<file path="config.mk">
export PLATFORM = sky130hd
export DESIGN_NAME = icache
export DESIGN_NICKNAME = d
export VERILOG_FILES = /design/src/rtl/cpu_types_pkg.sv /design/src/rtl/icache_array.sv /design/src/rtl/icache.sv
export SDC_FILE = /design/constraint.sdc
export NUM_CORES = 1
export LEC_CHECK = 0
export BUFFER_PORTS_ARGS = -buffer_cell sky130_fd_sc_hd__clkbuf_2
export CORE_ASPECT_RATIO = 0.6
export CORE_UTILIZATION = 55
export CTS_CLUSTER_DIAMETER = 60
export CTS_CLUSTER_SIZE = 20
export DETAILED_ROUTE_END_ITERATION = 10
export HOLD_SLACK_MARGIN = 0.15
export PLACE_DENSITY = 0.74
export SETUP_SLACK_MARGIN = 0.2
export SYNTH_ARGS = -nofsm -noshare
export SYNTH_HDL_FRONTEND = slang
export SYNTH_SLANG_ARGS = --single-unit
</file>
<file path="constraint.sdc">
create_clock -name CLK -period 5.5 [get_ports CLK]
set_input_delay 0.55 -clock CLK [delete_from_list [all_inputs] [get_ports CLK]]
set_output_delay 0.55 -clock CLK [all_outputs]
set_load 0.05 [all_outputs]
</file>
<file path="src/rtl/cpu_types_pkg.sv">
// Shared types for the instruction cache: word type, address view,
// frame layout and controller states.
package cpu_types_pkg;

  typedef logic [31:0] word_t;

  localparam int DEF_FRAMES = 16;
  localparam int DEF_IDX_W  = $clog2(DEF_FRAMES);
  localparam int DEF_TAG_W  = 30 - DEF_IDX_W;

  // Widest tag any legal FRAMES (>= 2) can produce; narrower tags are zero-extended.
  localparam int TAG_MAX_W  = 29;

  typedef struct packed {
    logic [DEF_TAG_W-1:0] tag;
    logic [DEF_IDX_W-1:0] idx;
    logic [1:0]           bytoff;
  } icachef_t;

  typedef struct packed {
    logic                 valid;
    logic [TAG_MAX_W-1:0] tag;
    word_t                data;
  } icache_frame_t;

  typedef enum logic {
    IDLE = 1'b0,
    FILL = 1'b1
  } icache_state_t;

endpackage

</file>
<file path="src/rtl/icache_array.sv">
// Direct-mapped frame storage: combinational read port, one write port,
// and a single-cycle clear of every valid bit.
module icache_array
  import cpu_types_pkg::*;
#(
  parameter int FRAMES = 16,
  parameter int IDX_W  = $clog2(FRAMES)
) (
  input  logic             CLK,
  input  logic             RST,
  input  logic [IDX_W-1:0] rd_idx,
  output icache_frame_t    rd_frame,
  input  logic             wr_en,
  input  logic [IDX_W-1:0] wr_idx,
  input  icache_frame_t    wr_frame,
  input  logic             clear
);

  logic [FRAMES-1:0]    valid;
  logic [TAG_MAX_W-1:0] tags [FRAMES];
  word_t                data [FRAMES];

  // Clear wins over a write so a flush can never leave a stale frame valid.
  always_ff @(posedge CLK or posedge RST) begin
    if (RST) begin
      valid <= '0;
    end else if (clear) begin
      valid <= '0;
    end else if (wr_en) begin
      valid[wr_idx] <= wr_frame.valid;
    end
  end

  always_ff @(posedge CLK) begin
    if (wr_en) begin
      tags[wr_idx] <= wr_frame.tag;
      data[wr_idx] <= wr_frame.data;
    end
  end

  always_comb begin
    rd_frame.valid = valid[rd_idx];
    rd_frame.tag   = tags[rd_idx];
    rd_frame.data  = data[rd_idx];
  end

endmodule

</file>
<file path="src/rtl/icache.sv">
// Direct-mapped instruction cache: same-cycle hits, blocking single-word
// fill on a miss, flush-all, and hit/miss event counters.
module icache
  import cpu_types_pkg::*;
#(
  parameter int FRAMES = 16,
  parameter int IDX_W  = $clog2(FRAMES)
) (
  input  logic  CLK,
  input  logic  RST,
  input  logic  imemREN,
  input  word_t imemaddr,
  output logic  ihit,
  output word_t imemload,
  input  logic  iwait,
  input  word_t iload,
  output logic  iREN,
  output word_t iaddr,
  input  logic  flush,
  output word_t hit_count,
  output word_t miss_count
);

  icache_state_t state, next_state;
  word_t         miss_addr;
  logic          discard;
  icache_frame_t rd_frame, wr_frame;
  logic          wr_en;
  logic          lookup_hit, miss, fill_done;
  logic [TAG_MAX_W-1:0] req_tag, fill_tag;

  assign req_tag  = TAG_MAX_W'(imemaddr >> (IDX_W + 2));
  assign fill_tag = TAG_MAX_W'(miss_addr >> (IDX_W + 2));

  assign lookup_hit = (state == IDLE) && imemREN && !flush &&
                      rd_frame.valid && (rd_frame.tag == req_tag);
  assign miss       = (state == IDLE) && imemREN && !lookup_hit;
  assign fill_done  = (state == FILL) && !iwait;

  // A flush seen in this FILL, now or earlier, suppresses the frame write.
  assign wr_en          = fill_done && !discard && !flush;
  assign wr_frame.valid = 1'b1;
  assign wr_frame.tag   = fill_tag;
  assign wr_frame.data  = iload;

  icache_array #(.FRAMES(FRAMES), .IDX_W(IDX_W)) u_array (
    .CLK      (CLK),
    .RST      (RST),
    .rd_idx   (imemaddr[IDX_W+1:2]),
    .rd_frame (rd_frame),
    .wr_en    (wr_en),
    .wr_idx   (miss_addr[IDX_W+1:2]),
    .wr_frame (wr_frame),
    .clear    (flush)
  );

  always_comb begin
    next_state = state;
    ihit       = 1'b0;
    imemload   = '0;
    iREN       = 1'b0;
    iaddr      = '0;
    case (state)
      IDLE: begin
        if (lookup_hit) begin
          ihit     = 1'b1;
          imemload = rd_frame.data;
        end else if (imemREN) begin
          next_state = FILL;
        end
      end
      FILL: begin
        iREN  = 1'b1;
        iaddr = miss_addr;
        if (!iwait) next_state = IDLE;
      end
      default: next_state = IDLE;
    endcase
  end

  always_ff @(posedge CLK or posedge RST) begin
    if (RST) begin
      state      <= IDLE;
      miss_addr  <= '0;
      discard    <= 1'b0;
      hit_count  <= '0;
      miss_count <= '0;
    end else begin
      state <= next_state;
      if (miss) begin
        miss_addr  <= {imemaddr[31:2], 2'b00};
        miss_count <= miss_count + 32'd1;
      end
      if (ihit) hit_count <= hit_count + 32'd1;
      if (fill_done)
        discard <= 1'b0;
      else if ((state == FILL) && flush)
        discard <= 1'b1;
    end
  end

endmodule

</file>
==> results of run 1 <==
[per-layer routing]
metal | vias up | wire (µm) | track usage (%) | share of wire, %
met5 | - | 13 | 0 | 0.015
met4 | 2 | 1630 | 4.92 | 1.8
met3 | 126 | 6410 | 3.88 | 7.2
met2 | 760 | 43300 | 37.5 | 49
met1 | 10586 | 37900 | 35.5 | 42
li1 | 8295 | - | - | -
[cell families (layout without fill, tap and decap cells)]
kind of cell / count (synthesis) / after routing / synth area share [%]
DFF: 1040 / 1040 / 74.8
adders and majority gates: 2 / 2 / 0.0610
xor gates and xnor gates: 103 / 103 / 2.22
AOI/OAI and AO/OA: 53 / 53 / 0.949
and+or+nand+nor: 267 / 267 / 3.86
muxes: 350 / 350 / 16.6
buffers and inverters: 132 / 366 / 1.57
other: 1 / 5 / 0.00914
[synthesized netlist by cell type, drive strengths merged, types with 4 or more instances]
| master | count | area [µm²] |
|---|---|---|
| a21oi | 5 | 25.0 |
| a221oi | 5 | 43.8 |
| a22oi | 8 | 60.1 |
| and2 | 39 | 244 |
| and3 | 17 | 106 |
| buf | 61 | 378 |
| clkbuf | 41 | 154 |
| dfrtp | 112 | 2800 |
| edfxtp | 928 | 27900 |
| inv | 30 | 113 |
| mux2 | 33 | 372 |
| mux2i | 57 | 571 |
| mux4 | 260 | 5860 |
| nand2 | 30 | 115 |
| nand2b | 6 | 37.5 |
| nand3 | 26 | 130 |
| nand3b | 5 | 50.1 |
| nand4 | 22 | 138 |
| nor2 | 31 | 116 |
| nor2b | 39 | 244 |
| nor3 | 22 | 110 |
| nor3b | 4 | 30.0 |
| nor4 | 13 | 159 |
| o22ai | 21 | 131 |
| xnor2 | 56 | 498 |
| xor2 | 47 | 412 |
[final cells by class]
| class | instances | area [µm²] | area share, % |
|---|---|---|---|
| sequential | 1040 | 30700 | 67.4 |
| multi-input combinational | 777 | 9830 | 21.6 |
| timing repair buffer | 250 | 2000 | 4.39 |
| clock buffer | 81 | 1560 | 3.43 |
| tap | 987 | 1230 | 2.71 |
| inverter | 30 | 118 | 0.258 |
| clock inverter | 5 | 78.8 | 0.173 |
| antenna | 3 | 7.51 | 0.0165 |
[final timing paths]
kind / start / to / slack [ns] / depth (start not counted)
hold reg to reg: miss_count[15] / miss_count[15] / 0.49 / 1
setup reg to reg: state / u_array.tags[12][17] / 1.70 / 4
min in group asynchronous: RST / miss_count[21] / 0.63 / 3
setup / recovery: imemaddr[3] / imemload[23] / 0.73 / 12
max in group asynchronous: RST / miss_addr[8] / 3.64 / 4
hold / removal: imemaddr[22] / miss_addr[22] / 0.20 / 2
[report_power, final]
part / internal [mW] / switching, mW / leakage (nW)
clock network: 2.03 / 2.40 / 0.786
logic: 0.429 / 0.740 / 4.53
registers: 8.90 / 0.257 / 9.78
total: 11.4 / 3.40 / 15.1
[state kept, by name, summed over array words and instances (netlist names)]
signal         cells
u_array.tags     416
hit_count         32
miss_count        32
state              1
discard            1
u_array.valid     16
miss_addr         30
u_array.data     512
[repair_timing]
item,in CTS,in global routing
hold buffers,2,0
hold endpoints to repair,64,0
endpoints found under the setup margin,0,0
==> flow_metrics.env, run 1 <==
export IMPL_status="completed"
export IMPL_syn_avg_cell_area_um2=21.1
export IMPL_fin_crit_sh_pct=86.8
export IMPL_area_growth_pct=10.9
export IMPL_wl_per_cell_um=28.1
export IMPL_clock_sinks=1040
export IMPL_gp_congestion=0.789
export IMPL_ys_warn_count=0
export IMPL_syn_cell_area_mm2=0.0410
export IMPL_cts_tree="done"
export IMPL_core_area_mm2=0.0737
export IMPL_worst_clock_skew_ns=0.0377
export IMPL_initial_core_util_pct=55.7
export IMPL_grt_pass1_wl_um=130000
export IMPL_drt_iter0_drc=2333
export IMPL_seq_area_frac_synth_pct=74.8
export IMPL_dp_cells=3082
export IMPL_grtUsageTotal_pct=23.7
export IMPL_rsz0062_at_grt="false"
export IMPL_ys_ff_latch=1040
export IMPL_grt_pass1_vias=19513
export IMPL_dpl_cell_area_mm2=0.0438
export IMPL_die_area_mm2=0.0757
export IMPL_nFillCells=4967
export IMPL_nets=2229
export IMPL_finalSetupViolations=0
export IMPL_grt_max_degree=69
export IMPL_stdcell_area_mm2=0.0455
export IMPL_async_reset_ff_share_pct=10.8
export IMPL_fmax_ghz=0.209
export IMPL_synth_cells=1948
export IMPL_required_ns=4.95
export IMPL_whs_ns=0.199
export IMPL_cts_buffers=59
export IMPL_tightest_slew_ns=0.877
export IMPL_grt_remaining_overflow=0
export IMPL_io_pin_count=199
export IMPL_rows=77
export IMPL_slowest_stage="mux4_2"
export IMPL_path_cells="buf_4 > buf_12 > mux4_2 > mux2i_1 > mux2i_1 > xnor2_1 > nand4_1 > nor4_4 > nand3b_4 > buf_4 > nor2b_1 > buf_12"
export IMPL_p_per_area_mw_per_mm2=324
export IMPL_cp_num_buf_inv=4
export IMPL_path_class="primary input to output pin"
export IMPL_worst_slack_ns=0.726
export IMPL_dp_hpwl_um=49800
export IMPL_routed_wl_um=89300
export IMPL_antenna_found_initial=5
export IMPL_fin_setup_tns_ns=0
export IMPL_ir_drop_v=0.000231
export IMPL_most_common_layout_cells="edfxtp_1 (928), mux4_2 (260), clkbuf_2 (159)"
export IMPL_final_util_pct=61.7
export IMPL_fin_crit_ns=4.77
export IMPL_clkSlewWorstSetupHoldPaths_ns=0.08
export IMPL_synth_enable_flop_cells=928
export IMPL_ctsResizeCount=0
export IMPL_viasPerCell=6.23
export IMPL_dr_total_vias=19769
export IMPL_die_h_um=214
export IMPL_cts_max_path_buffers=3
export IMPL_timing_hold_violations_final=0
export IMPL_critPathTopFamily="buffers and inverters"
export IMPL_crit_path_end_kind="output pin"
export IMPL_slowest_delay_ns=0.58
export IMPL_drc=0
export IMPL_power_total_mw=14.8
export IMPL_drive_gt1_share_pct=29.5
export IMPL_clock_tree_root_cell="clkbuf_16"
export IMPL_drv_cap=0
export IMPL_mostFrequentLayoutCell="edfxtp_1"
export IMPL_hold_path_class="primary input to flop"
export IMPL_crit_fanout=63
export IMPL_place_ws_ns=0.716
export IMPL_drt_pre_antenna_iters=7
export IMPL_ys_flop_type="edfxtp_1"
export IMPL_maxSlewHeadroom_pct=41.5
export IMPL_cp_arrival_ns=4.22
export IMPL_postCtsSetupRepairBufs=0
export IMPL_fin_cells=3173
export IMPL_ant_nets=0
export IMPL_ys_types=57
export IMPL_cts_htree_levels=2
export IMPL_worstSetupStartpointType="primary input"
export IMPL_maxSlewViolCount=0
export IMPL_insertion_delay_ns=0.66
export IMPL_numPortBuffers=194
export IMPL_die_w_um=355
export IMPL_leakage_nw=15.1
(Power assumes the default switching activity.)
==> run 2: changes to the inputs <==
--- a/config.mk
+++ b/config.mk
@@ -8,6 +8,7 @@
 export BUFFER_PORTS_ARGS = -buffer_cell sky130_fd_sc_hd__clkbuf_2
 export CORE_ASPECT_RATIO = 0.6
 export CORE_UTILIZATION = 55
+export CTS_BUF_LIST = sky130_fd_sc_hd__clkbuf_4
 export CTS_CLUSTER_DIAMETER = 60
 export CTS_CLUSTER_SIZE = 20
 export DETAILED_ROUTE_END_ITERATION = 10
==> flow_metrics.env, run 2 (same netlist as run 1, synthesis figures left out) <==
export IMPL_status="completed"
export IMPL_drt_pre_antenna_iters=5
export IMPL_leakage_nw=15.0
export IMPL_nFillCells=5075
export IMPL_grt_pass1_vias=19701
export IMPL_cts_htree_levels=2
export IMPL_fmax_ghz=0.207
export IMPL_fin_setup_tns_ns=0
export IMPL_area_growth_pct=10.0
export IMPL_dp_cells=3082
export IMPL_core_area_mm2=0.0737
export IMPL_drive_gt1_share_pct=29.7
export IMPL_routed_wl_um=88800
export IMPL_nets=2289
export IMPL_pwr_share_comb_pct=9.1
export IMPL_grt_pass1_wl_um=129000
export IMPL_clock_tree_root_cell="clkbuf_4"
export IMPL_drv_cap=0
export IMPL_hold_path_class="primary input to asynchronous set/reset pin"
export IMPL_required_ns=4.95
export IMPL_place_ws_ns=0.716
export IMPL_grt_remaining_overflow=0
export IMPL_crit_fanout=33
export IMPL_tightest_slew_ns=0.877
export IMPL_viasPerCell=6.17
export IMPL_most_common_layout_cells="edfxtp_1 (928), mux4_2 (260), clkbuf_2 (159)"
export IMPL_die_area_mm2=0.0757
export IMPL_grtUsageTotal_pct=23.6
export IMPL_p_per_area_mw_per_mm2=294
export IMPL_cts_max_path_buffers=3
export IMPL_drt_iter0_drc=2132
export IMPL_initial_core_util_pct=55.7
export IMPL_maxSlewHeadroom_pct=41.5
export IMPL_fin_cells=3232
export IMPL_mostFrequentLayoutCell="edfxtp_1"
export IMPL_swShare_pct=24.1
export IMPL_worst_slack_ns=0.674
export IMPL_largest_reg_flops=512
export IMPL_final_util_pct=61.3
export IMPL_finalSetupViolations=0
export IMPL_maxSlewViolCount=0
export IMPL_timing_hold_violations_final=0
export IMPL_power_share_clock_pct=22.0
export IMPL_antenna_found_initial=4
export IMPL_gp_congestion=0.789
export IMPL_drc=0
export IMPL_sequentialPowerShare_pct=69.0
export IMPL_cp_arrival_ns=4.28
export IMPL_die_h_um=214
export IMPL_reg_top3="u_array.data x512, u_array.tags x416"
export IMPL_clock_sinks=1040
export IMPL_largest_register="u_array.data"
export IMPL_cts_buffers=59
export IMPL_fin_crit_sh_pct=87.7
export IMPL_path_class="flop to output pin"
export IMPL_dr_total_vias=19936
export IMPL_ant_nets=0
export IMPL_fin_crit_ns=4.83
export IMPL_numPortBuffers=194
export IMPL_grt_max_degree=69
export IMPL_io_pin_count=199
export IMPL_cts_tree="done"
export IMPL_worstSetupStartpointType="flop"
export IMPL_dp_hpwl_um=49800
export IMPL_wl_per_cell_um=27.5
export IMPL_worst_clock_skew_ns=0.105
export IMPL_ir_drop_v=0.000191
export IMPL_insertion_delay_ns=0.98
export IMPL_rows=77
export IMPL_crit_path_end_kind="output pin"
export IMPL_power_total_mw=13.3
export IMPL_internal_power_mw=10.1
export IMPL_die_w_um=355
export IMPL_rsz0062_at_grt="false"
export IMPL_switching_power_mw=3.20
export IMPL_clkSlewWorstSetupHoldPaths_ns=0.19
run 2: cell count changes in the layout (fill, tap and decap cells not counted):
cell | before | now
clkbuf_1 | 22 | 0
clkbuf_16 | 59 | 0
clkbuf_4 | 0 | 81
diode_2 | 3 | 2
dlygate4sd3_1 | 2 | 62
inv_2 | 0 | 1
inv_6 | 1 | 0
run 2: worst max-delay path, stage by stage, from the launching register on:
cell and delay (ns):
edfxtp_1 0.40, mux4_2 0.48, mux2i_1 0.14, mux2i_1 0.10, xnor2_1 0.57, nand4_1 0.37
nor4_4 0.28, nand3b_4 0.14, buf_4 0.30, nor2b_1 0.31, buf_12 0.18
run 2: final cells by class:
type	count	area, µm²	area share [%]
repair buffers	310	2600	5.76
multi-input cells	777	9830	21.8
inverters	30	118	0.261
flip-flops and latches	1040	30700	67.9
clock buffers	81	608	1.35
clock inverters	5	73.8	0.164
diodes	2	5.00	0.0111
well taps	987	1230	2.74
run 2: through the flow:
step	instance area [µm²]	hold slack, ns
after floorplan	41000	0.492
after global placement	43800	0.455
after detailed placement	43800	0.477
after CTS	45100	0.229
after global routing	45100	0.296
final	45100	0.281
run 2: path summary, 6_finish.rpt:
check                                      from              endpoint  slack (ns)  cells after the start
min reg2reg                      miss_count[31]        miss_count[31]        0.50                      1
min                                         RST        miss_count[23]        0.28                      3
max                        u_array.tags[12][10]          imemload[23]        0.67                     10
max in group asynchronous                   RST          miss_addr[8]        3.90                      4
min in group CLK                    imemaddr[2]          miss_addr[2]        0.30                      2
max reg2reg                               state  u_array.tags[12][17]        1.64                      4
run 2: timing repair:
action | in CTS | in global routing
setup buffers | 0 | 0
hold endpoints to repair | 621 | 0
resized for setup | 0 | 0
hold buffers | 62 | 0
run 2: layer usage:
layer | track usage [%] | routed length (µm) | vias up
met5 | 0 | 17 | -
met4 | 4.61 | 1430 | 2
met3 | 3.63 | 6400 | 108
met2 | 37.5 | 43000 | 738
met1 | 35.4 | 38000 | 10666
li1 | - | - | 8422
run 2: power groups by stage:
stage / Combinational [mW] / Clock [mW] / Sequential, mW
3_3_place_gp: 1.16 / 0 / 9.31
6_report: 1.20 / 2.92 / 9.17
4_1_cts: 1.22 / 2.99 / 9.17
3_5_place_dp: 1.17 / 0 / 9.34
5_1_grt: 1.28 / 3.25 / 9.21
2_1_floorplan: 0.741 / 0 / 9.32
